--- config.mk ---
export PLATFORM = sky130hd
export DESIGN_NAME = seq_bit_serializer_flat
export DESIGN_NICKNAME = d
export VERILOG_FILES = /design/src/rtl/seq_bit_serializer_if.sv /design/src/rtl/seq_bit_serializer.sv /design/src/flat_wrapper.sv
export SDC_FILE = /design/constraint.sdc
export NUM_CORES = 1
export LEC_CHECK = 0
export ABC_AREA = 1
export CAP_MARGIN = 20
export CORE_ASPECT_RATIO = 2
export CORE_UTILIZATION = 54
export DETAILED_ROUTE_END_ITERATION = 6
export GPL_TIMING_DRIVEN = 0
export PLACE_DENSITY = 0.8
export SYNTH_ARGS = -nofsm -noshare
export SYNTH_HDL_FRONTEND = slang
export SYNTH_SLANG_ARGS = --single-unit
--- constraint.sdc ---
create_clock -name clk -period 2.85 [get_ports clk]
set_clock_uncertainty 0.05 [all_clocks]
set_input_delay 0.4275 -clock clk [delete_from_list [all_inputs] [get_ports clk]]
set_output_delay 0.4275 -clock clk [all_outputs]
set_load 0.005 [all_outputs]
--- src/rtl/seq_bit_serializer_if.sv ---
// Handshake and serial-output bundle for seq_bit_serializer.
// master = word source / stream consumer side, slave = the serializer itself.
interface seq_bit_serializer_if #(
  parameter int unsigned WIDTH = 8,
  parameter int unsigned CNT_W = 16
);
  logic [WIDTH-1:0] load_data;
  logic             load_valid;
  logic             load_ready;
  logic             ser_out;
  logic             ser_valid;
  logic             word_start;
  logic             busy;
  logic [CNT_W-1:0] words_sent;

  modport master (
    output load_data,
    output load_valid,
    input  load_ready,
    input  ser_out,
    input  ser_valid,
    input  word_start,
    input  busy,
    input  words_sent
  );

  modport slave (
    input  load_data,
    input  load_valid,
    output load_ready,
    output ser_out,
    output ser_valid,
    output word_start,
    output busy,
    output words_sent
  );
endinterface

--- src/rtl/seq_bit_serializer.sv ---
// Parallel-to-serial front end for the sequence detector: accepts words over
// valid/ready and emits them one bit per clock, back-to-back without bubbles.
module seq_bit_serializer #(
  parameter int unsigned WIDTH     = 8,
  parameter bit          MSB_FIRST = 1'b1,
  parameter bit          IDLE_BIT  = 1'b0,
  parameter int unsigned CNT_W     = 16
) (
  input  logic                  clk,
  input  logic                  rst,
  seq_bit_serializer_if.slave   bus
);

  localparam int unsigned CW = (WIDTH > 2) ? $clog2(WIDTH) : 1;

  typedef enum logic {
    S_IDLE,
    S_SHIFT
  } state_t;

  state_t           r_state;
  logic [WIDTH-1:0] r_shreg;
  logic [CW-1:0]    r_cnt;
  logic             r_ser_out;
  logic             r_ser_valid;
  logic             r_word_start;
  logic [CNT_W-1:0] r_words_sent;

  logic             w_load_ready;
  logic             w_accept;
  logic             w_first_bit;
  logic             w_next_bit;
  logic [WIDTH-1:0] w_shreg_shifted;

  // Ready in IDLE and in the last-bit slot so a waiting word reloads gap-free.
  assign w_load_ready = !rst && ((r_state == S_IDLE) ||
                                 ((r_state == S_SHIFT) && (r_cnt == '0)));
  assign w_accept     = bus.load_valid && w_load_ready;

  always_comb begin
    w_first_bit     = 1'b0;
    w_next_bit      = 1'b0;
    w_shreg_shifted = '0;
    if (MSB_FIRST) begin
      w_first_bit     = bus.load_data[WIDTH-1];
      w_next_bit      = r_shreg[WIDTH-2];
      w_shreg_shifted = r_shreg << 1;
    end else begin
      w_first_bit     = bus.load_data[0];
      w_next_bit      = r_shreg[1];
      w_shreg_shifted = r_shreg >> 1;
    end
  end

  always_ff @(posedge clk) begin
    if (rst) begin
      r_state      <= S_IDLE;
      r_shreg      <= '0;
      r_cnt        <= '0;
      r_ser_out    <= IDLE_BIT;
      r_ser_valid  <= 1'b0;
      r_word_start <= 1'b0;
      r_words_sent <= '0;
    end else begin
      case (r_state)
        S_IDLE: begin
          if (w_accept) begin
            r_state      <= S_SHIFT;
            r_shreg      <= bus.load_data;
            r_cnt        <= CW'(WIDTH - 1);
            r_ser_out    <= w_first_bit;
            r_ser_valid  <= 1'b1;
            r_word_start <= 1'b1;
          end
        end
        S_SHIFT: begin
          if (r_cnt != '0) begin
            r_shreg      <= w_shreg_shifted;
            r_cnt        <= r_cnt - CW'(1);
            r_ser_out    <= w_next_bit;
            r_word_start <= 1'b0;
          end else begin
            // Last-bit cycle completes the word regardless of a reload.
            r_words_sent <= r_words_sent + CNT_W'(1);
            if (w_accept) begin
              r_shreg      <= bus.load_data;
              r_cnt        <= CW'(WIDTH - 1);
              r_ser_out    <= w_first_bit;
              r_ser_valid  <= 1'b1;
              r_word_start <= 1'b1;
            end else begin
              r_state      <= S_IDLE;
              r_ser_out    <= IDLE_BIT;
              r_ser_valid  <= 1'b0;
              r_word_start <= 1'b0;
            end
          end
        end
        default: begin
          r_state      <= S_IDLE;
          r_ser_out    <= IDLE_BIT;
          r_ser_valid  <= 1'b0;
          r_word_start <= 1'b0;
        end
      endcase
    end
  end

  assign bus.load_ready = w_load_ready;
  assign bus.ser_out    = r_ser_out;
  assign bus.ser_valid  = r_ser_valid;
  assign bus.word_start = r_word_start;
  assign bus.busy       = (r_state == S_SHIFT);
  assign bus.words_sent = r_words_sent;

endmodule
--- src/flat_wrapper.sv ---
// flat-port wrapper written by rule: the top's interface ports become plain ports
module seq_bit_serializer_flat 
#(
  parameter int unsigned WIDTH     = 8,
  parameter bit          MSB_FIRST = 1'b1,
  parameter bit          IDLE_BIT  = 1'b0,
  parameter int unsigned CNT_W     = 16
)
  (clk, rst, bus_load_data, bus_load_valid, bus_load_ready, bus_ser_out, bus_ser_valid, bus_word_start, bus_busy, bus_words_sent);
  seq_bit_serializer_if #(.WIDTH(WIDTH), .CNT_W(CNT_W)) bus_i ();
  input  logic clk;
  input  logic rst;
  input wire logic [$bits(bus_i.load_data)-1:0] bus_load_data;
  input wire logic [$bits(bus_i.load_valid)-1:0] bus_load_valid;
  output wire logic [$bits(bus_i.load_ready)-1:0] bus_load_ready;
  output wire logic [$bits(bus_i.ser_out)-1:0] bus_ser_out;
  output wire logic [$bits(bus_i.ser_valid)-1:0] bus_ser_valid;
  output wire logic [$bits(bus_i.word_start)-1:0] bus_word_start;
  output wire logic [$bits(bus_i.busy)-1:0] bus_busy;
  output wire logic [$bits(bus_i.words_sent)-1:0] bus_words_sent;
  assign bus_i.load_data = bus_load_data;
  assign bus_i.load_valid = bus_load_valid;
  assign bus_load_ready = bus_i.load_ready;
  assign bus_ser_out = bus_i.ser_out;
  assign bus_ser_valid = bus_i.ser_valid;
  assign bus_word_start = bus_i.word_start;
  assign bus_busy = bus_i.busy;
  assign bus_words_sent = bus_i.words_sent;
  seq_bit_serializer #(.WIDTH(WIDTH), .MSB_FIRST(MSB_FIRST), .IDLE_BIT(IDLE_BIT), .CNT_W(CNT_W)) u_core (.clk(clk), .rst(rst), .bus(bus_i));
endmodule
Word level (Yosys, flattened, before mapping)
Cells that the tools add are included.
- input bits: 11
- logic and storage cells: 40
- register bits after elaboration: 31
- bitwise logic cells: 2
- add/sub/neg operators: 2
- multiplexer cells: 18
- reduce and logical (&&, ||, !) cells: 9
- equality and inequality tests: 2
- operators with widths (kind ; number):
    16-bit by 1-bit adder with 16-bit output, second input constant ; 1
    8-bit 2-to-1 mux ; 2
    8-bit one-hot mux with 2 select lines ; 1
    1-bit 2-to-1 mux ; 8
    1-bit one-hot mux with 2 select lines ; 4
    3-bit 2-to-1 mux ; 2
    3-bit one-hot mux with 2 select lines ; 1
    2-bit AND reduction ; 2
    1-bit logical AND ; 3
    3-bit zero test ; 1
    3-bit nonzero test ; 1
    3-bit by 1-bit subtractor with 3-bit output, second input constant ; 1
    2-bit by 1-bit inequality test with 1-bit output, second input constant ; 1
    2-bit inequality test, second input constant ; 1
    1-bit inverter ; 2
    1-bit zero test ; 1
    1-bit logical OR ; 1

Longest topological paths before layout
- depth in word-level cells: 8
- depth in mapped cells: 12

Worst setup path before layout
Ideal clock, no wire load.
- kind: register to register
- start: reg u_core.r_cnt[0]
- end: reg u_core.r_cnt[0]
- period minus slack after synthesis: 1408 ps
- required time: 2684 ps
- path buffers: 1
- stages on the path, launching flop included: 10
- slack: 1442 ps
- arrival time: 1242 ps
- cells stage by stage: dfxtp_1 -> inv_1 -> ha_1 -> inv_1 -> nor2_4 -> nor2_4 -> inv_2 -> buf_6 -> o211ai_1 -> inv_1
- longest elaborated chain between the ends: 8
- elaborated cells on any way between the ends: 10
- those cells by class: 1 x add/sub; 3 x mux; 6 x reduce/logical
- RTL lines (element ; RTL line ; RTL):
    from (decl) ; seq_bit_serializer.sv:23 ; logic [CW-1:0] r_cnt;
    from (signal assigned) ; seq_bit_serializer.sv:70 ; r_cnt <= CW'(WIDTH - 1);
    from (signal assigned) ; seq_bit_serializer.sv:79 ; r_cnt <= r_cnt - CW'(1);
    from (signal assigned) ; seq_bit_serializer.sv:87 ; r_cnt <= CW'(WIDTH - 1);
    3-bit zero test ; seq_bit_serializer.sv:37 ; ((r_state == S_SHIFT) && (r_cnt == '0)));
    1-bit logical AND ; seq_bit_serializer.sv:37 ;
    1-bit logical OR ; seq_bit_serializer.sv:36 ; assign w_load_ready = !rst && ((r_state == S_IDLE) ||
    1-bit logical AND ; seq_bit_serializer.sv:36 ;
    1-bit logical AND ; seq_bit_serializer.sv:38 ; assign w_accept = bus.load_valid && w_load_ready;
    3-bit 2-to-1 mux ; n/a ;
    3-bit 2-to-1 mux ; seq_bit_serializer.sv:77 ; if (r_cnt != '0) begin
    3-bit one-hot mux with 2 select lines * ; seq_bit_serializer.sv:65 ; case (r_state)
Every way passes the cells marked *; elsewhere a longest branch is shown, timed or not.
A chain may end at the register's enable or synchronous reset.

Final worst setup path
- start: reg u_core.r_cnt[0]
- end: out bus_load_ready
- longest elaborated chain between the ends: 4
- RTL lines (element ; RTL line ; RTL):
    3-bit zero test ; seq_bit_serializer.sv:37 ;
    1-bit logical AND ; seq_bit_serializer.sv:37 ;
    1-bit logical OR ; seq_bit_serializer.sv:36 ;
    1-bit logical AND ; seq_bit_serializer.sv:36 ;
    to (decl) ; flat_wrapper.sv:15 ; output wire logic [$bits(bus_i.load_ready)-1:0] bus_load_ready;
No other way between the ends.

==> results.toml <==
[clock_network]
clkTransAtPathRegs_ns = 0.06
cts_resized = 0
cts-root-buf = "clkbuf_8"
clock_sinks = 30
numCtsBuffers = 5
htreeDepth = 2
cts_setup_buffers = 0
hold_buffers = 0
cts_buffer_depth = 2
cts_tree = "yes"
clock_latency_ns = 0.28

[sta]
rsz0062_at_grt = "no"
drv_slew = 0
clock.fmax_mhz = 427
relSlewSlack = 0.601
fin_ws_ns = 0.505
finalSetupViolCount = 0
min_period_over_period = 0.823
tightest_slew_ns = 0.599
fin_crit_ns = 2.34
hold_violations = 0
hold_slack_ns = 0.417
tns_ns = 0

[final_layout]
nNetsFinal = 251
area_growth_pct = 27.5
drive_gt1_frac = 0.118
stdcell_area_mm2 = 0.00191
n_fill_cell = 219
n_antenna_cell = 0

[critical_path]
path_common_cell = "nor2_4"
setup.worst_path.class = "flip-flop to primary output"
cp-endpoint = "bus_load_ready"
timing.rr.start = "u_core.r_cnt[0]$_SDFF_PP0_"
cp.required_ns = 2.37
reg2reg_depth = 10
r2r_end = "u_core.bus.words_sent[13]$_SDFFE_PP0P_"
worstSetupStartpointType = "flip-flop"
r2r_slack_ns = 1.22
critical_path_arrival_ns = 1.87
cp_slowest_stage_delay_ns = 0.53
startpoint = "u_core.r_cnt[0]$_SDFF_PP0_"
endpoint_kind = "primary output"
critPathMaxFanout = 7
crit_chain = "inv_1, ha_1, inv_1, nor2_4, nor2_4, nor2_4, clkdlybuf4s50_1"
crit_slowest_cell = "clkdlybuf4s50_1"

[power_and_ir_drop]
vdd.ir_drop.worst_v = 0.000437
p_leak_uw = 0.000792
cellPowerDensity_mw_per_mm2 = 486

[place]
hpwl_mm = 2.56
portBuffers = 30
placed_area_mm2 = 0.00183
place.gp.congestion = 0.718
post-place-ws_ns = 0.625

[logic_synthesis]
ys_seq_area_frac = 0.401
ys_seq_elements = 30
syn_area_mm2 = 0.00150
yosysTopAreaCell = "dfxtp_1"
synth_cell_types = 29
syn_nets = 214
yosys_warnings = 0
synth_top_area_share = 0.401
synth_area_leaders = "dfxtp_1 40%, nand2_1 11%, nor2_1 6.8%"
syn-instance-count = 200
syn_avg_cell_area_um2 = 7.49

[global_routing]
grt_pass1_vias = 1372
grt_max_degree = 11
grt_pass1_wl_mm = 5.74
grt_usage = 0.265
grt_overflow = 0
grt_antenna_before_repair = 0

[die]
die_x_um = 39.3
start_util = 0.576
coreArea_mm2 = 0.00260
die_y_um = 76.5
row_count = 26
die_area_mm2 = 0.00300
ios = 32

[worst_hold_path]
hold_path.class = "flip-flop to flip-flop"

[routing]
routed_wl_mm = 3.37
drtIter0Drc = 30
wl_per_cell_um = 12.7
vias_per_cell = 5.41
antenna_left = 0
vias = 1433
drc = 0
first_pass_iters = 6

[outcome]
status = "finished clean"

[flow_run]
cap_violations = 0
-- cells in the final DEF, fill, tap and decap left out --
| cell | n |
|---|---|
| nor3_1 | 3 |
| o21a_1 | 1 |
| nand3_4 | 1 |
| a311oi_2 | 4 |
| buf_2 | 1 |
| nand2_1 | 44 |
| nor2_4 | 5 |
| nor2_8 | 1 |
| o211ai_1 | 3 |
| nor2_1 | 27 |
| o21ai_0 | 7 |
| nor2_2 | 1 |
| xor2_1 | 1 |
| nand4_1 | 4 |
| nand3_1 | 13 |
| nand3_2 | 2 |
| a21oi_1 | 10 |
| buf_6 | 1 |
| a211oi_1 | 1 |
| nand2_4 | 1 |
| dfxtp_1 | 30 |
| clkbuf_8 | 5 |
| clkbuf_1 | 4 |
| o21bai_1 | 1 |
| ha_1 | 3 |
| nand2_2 | 1 |
| o21ai_1 | 3 |
| inv_1 | 23 |
| clkdlybuf4s50_1 | 30 |
| xnor2_1 | 1 |
| inv_2 | 5 |
-- kinds of logic after synthesis --
group / Yosys count / share of synthesized area
XOR/XNOR: 2 / 0.0117
adder cells (fa/ha/maj): 3 / 0.0250
flip-flops: 30 / 0.401
AO/OA/AOI/OAI: 30 / 0.137
buffers and inverters: 32 / 0.0860
AND/OR/NAND/NOR: 103 / 0.340
-- cells in the mapped netlist (all sizes together) --
cell type and instances:
nor2 34, ha 3, xor2 1, nand2 46, a311oi 4, buf 2
o21a 1, dfxtp 30, nor3 3, inv 28, nand3 16, xnor2 1
o211ai 3, a211oi 1, o21bai 1, nand4 4, clkbuf 2, o21ai 10
a21oi 10
-- stage by stage --
stage / power [µW] / util / cells
2_1_floorplan: 565 / - / 200
3_3_place_gp: 616 / 0.705 / 258
3_5_place_dp: 622 / 0.705 / 258
4_1_cts: 932 / 0.734 / 265
5_1_grt: 974 / 0.734 / 265
6_report: 929 / 0.734 / 265
-- area by class of cell --
| type | instances | area, µm² | area share |
|---|---|---|---|
| Multi-Input combinational cell | 138 | 769 | 0.403 |
| Timing Repair Buffer | 30 | 300 | 0.157 |
| Sequential cell | 30 | 601 | 0.314 |
| Buffer | 4 | 23.8 | 0.0124 |
| Clock buffer | 7 | 76.3 | 0.0399 |
| Inverter | 28 | 105 | 0.0550 |
| Tap cell | 28 | 35.0 | 0.0183 |
-- registers in the layout, indices dropped and copies added (netlist names) --
signal / count
u_core.bus.words_sent: 16
u_core.r_shreg: 7
u_core.r_cnt: 3
u_core.bus.busy: 1
u_core.bus.ser_out: 1
u_core.bus.ser_valid: 1
u_core.bus.word_start: 1
-- worst max-delay path: cells and delay by family (launching register included) --
kind                     cells  cell delay (ns)
adder cells (fa/ha/maj)      1             0.18
buffers and inverters        3             0.72
flip-flops                   1             0.30
AND/OR/NAND/NOR              3             0.38
-- worst min path at each step --
stage               slack, ns                         start                           end  depth (start not counted)
finish                   0.42  u_core.r_shreg[0]$_SDFF_PP0_  u_core.r_shreg[0]$_SDFF_PP0_                          2
global route             0.43  u_core.r_shreg[0]$_SDFF_PP0_  u_core.r_shreg[0]$_SDFF_PP0_                          2
CTS                      0.41  u_core.r_shreg[0]$_SDFF_PP0_  u_core.r_shreg[0]$_SDFF_PP0_                          2
detailed placement       0.41  u_core.r_shreg[0]$_SDFF_PP0_  u_core.r_shreg[0]$_SDFF_PP0_                          2
global placement         0.39  u_core.r_shreg[0]$_SDFF_PP0_  u_core.r_shreg[0]$_SDFF_PP0_                          2
floorplan                0.38  u_core.r_shreg[0]$_SDFF_PP0_  u_core.r_shreg[0]$_SDFF_PP0_                          2
-- per-layer routing --
metal  global-route usage  part of all wire
met5                    0                 0
met4               0.0897             0.017
met3               0.0700             0.031
met2                0.500              0.59
met1                0.245              0.36
-- power breakdown --
part           leakage, µW  total [µW]  internal [µW]  switching [µW]
Sequential        0.000245         464            445            18.6
Combinational     0.000508         150           67.4            82.5
Clock            0.0000383         316            168             148
Power figures use the tool's default switching activity.
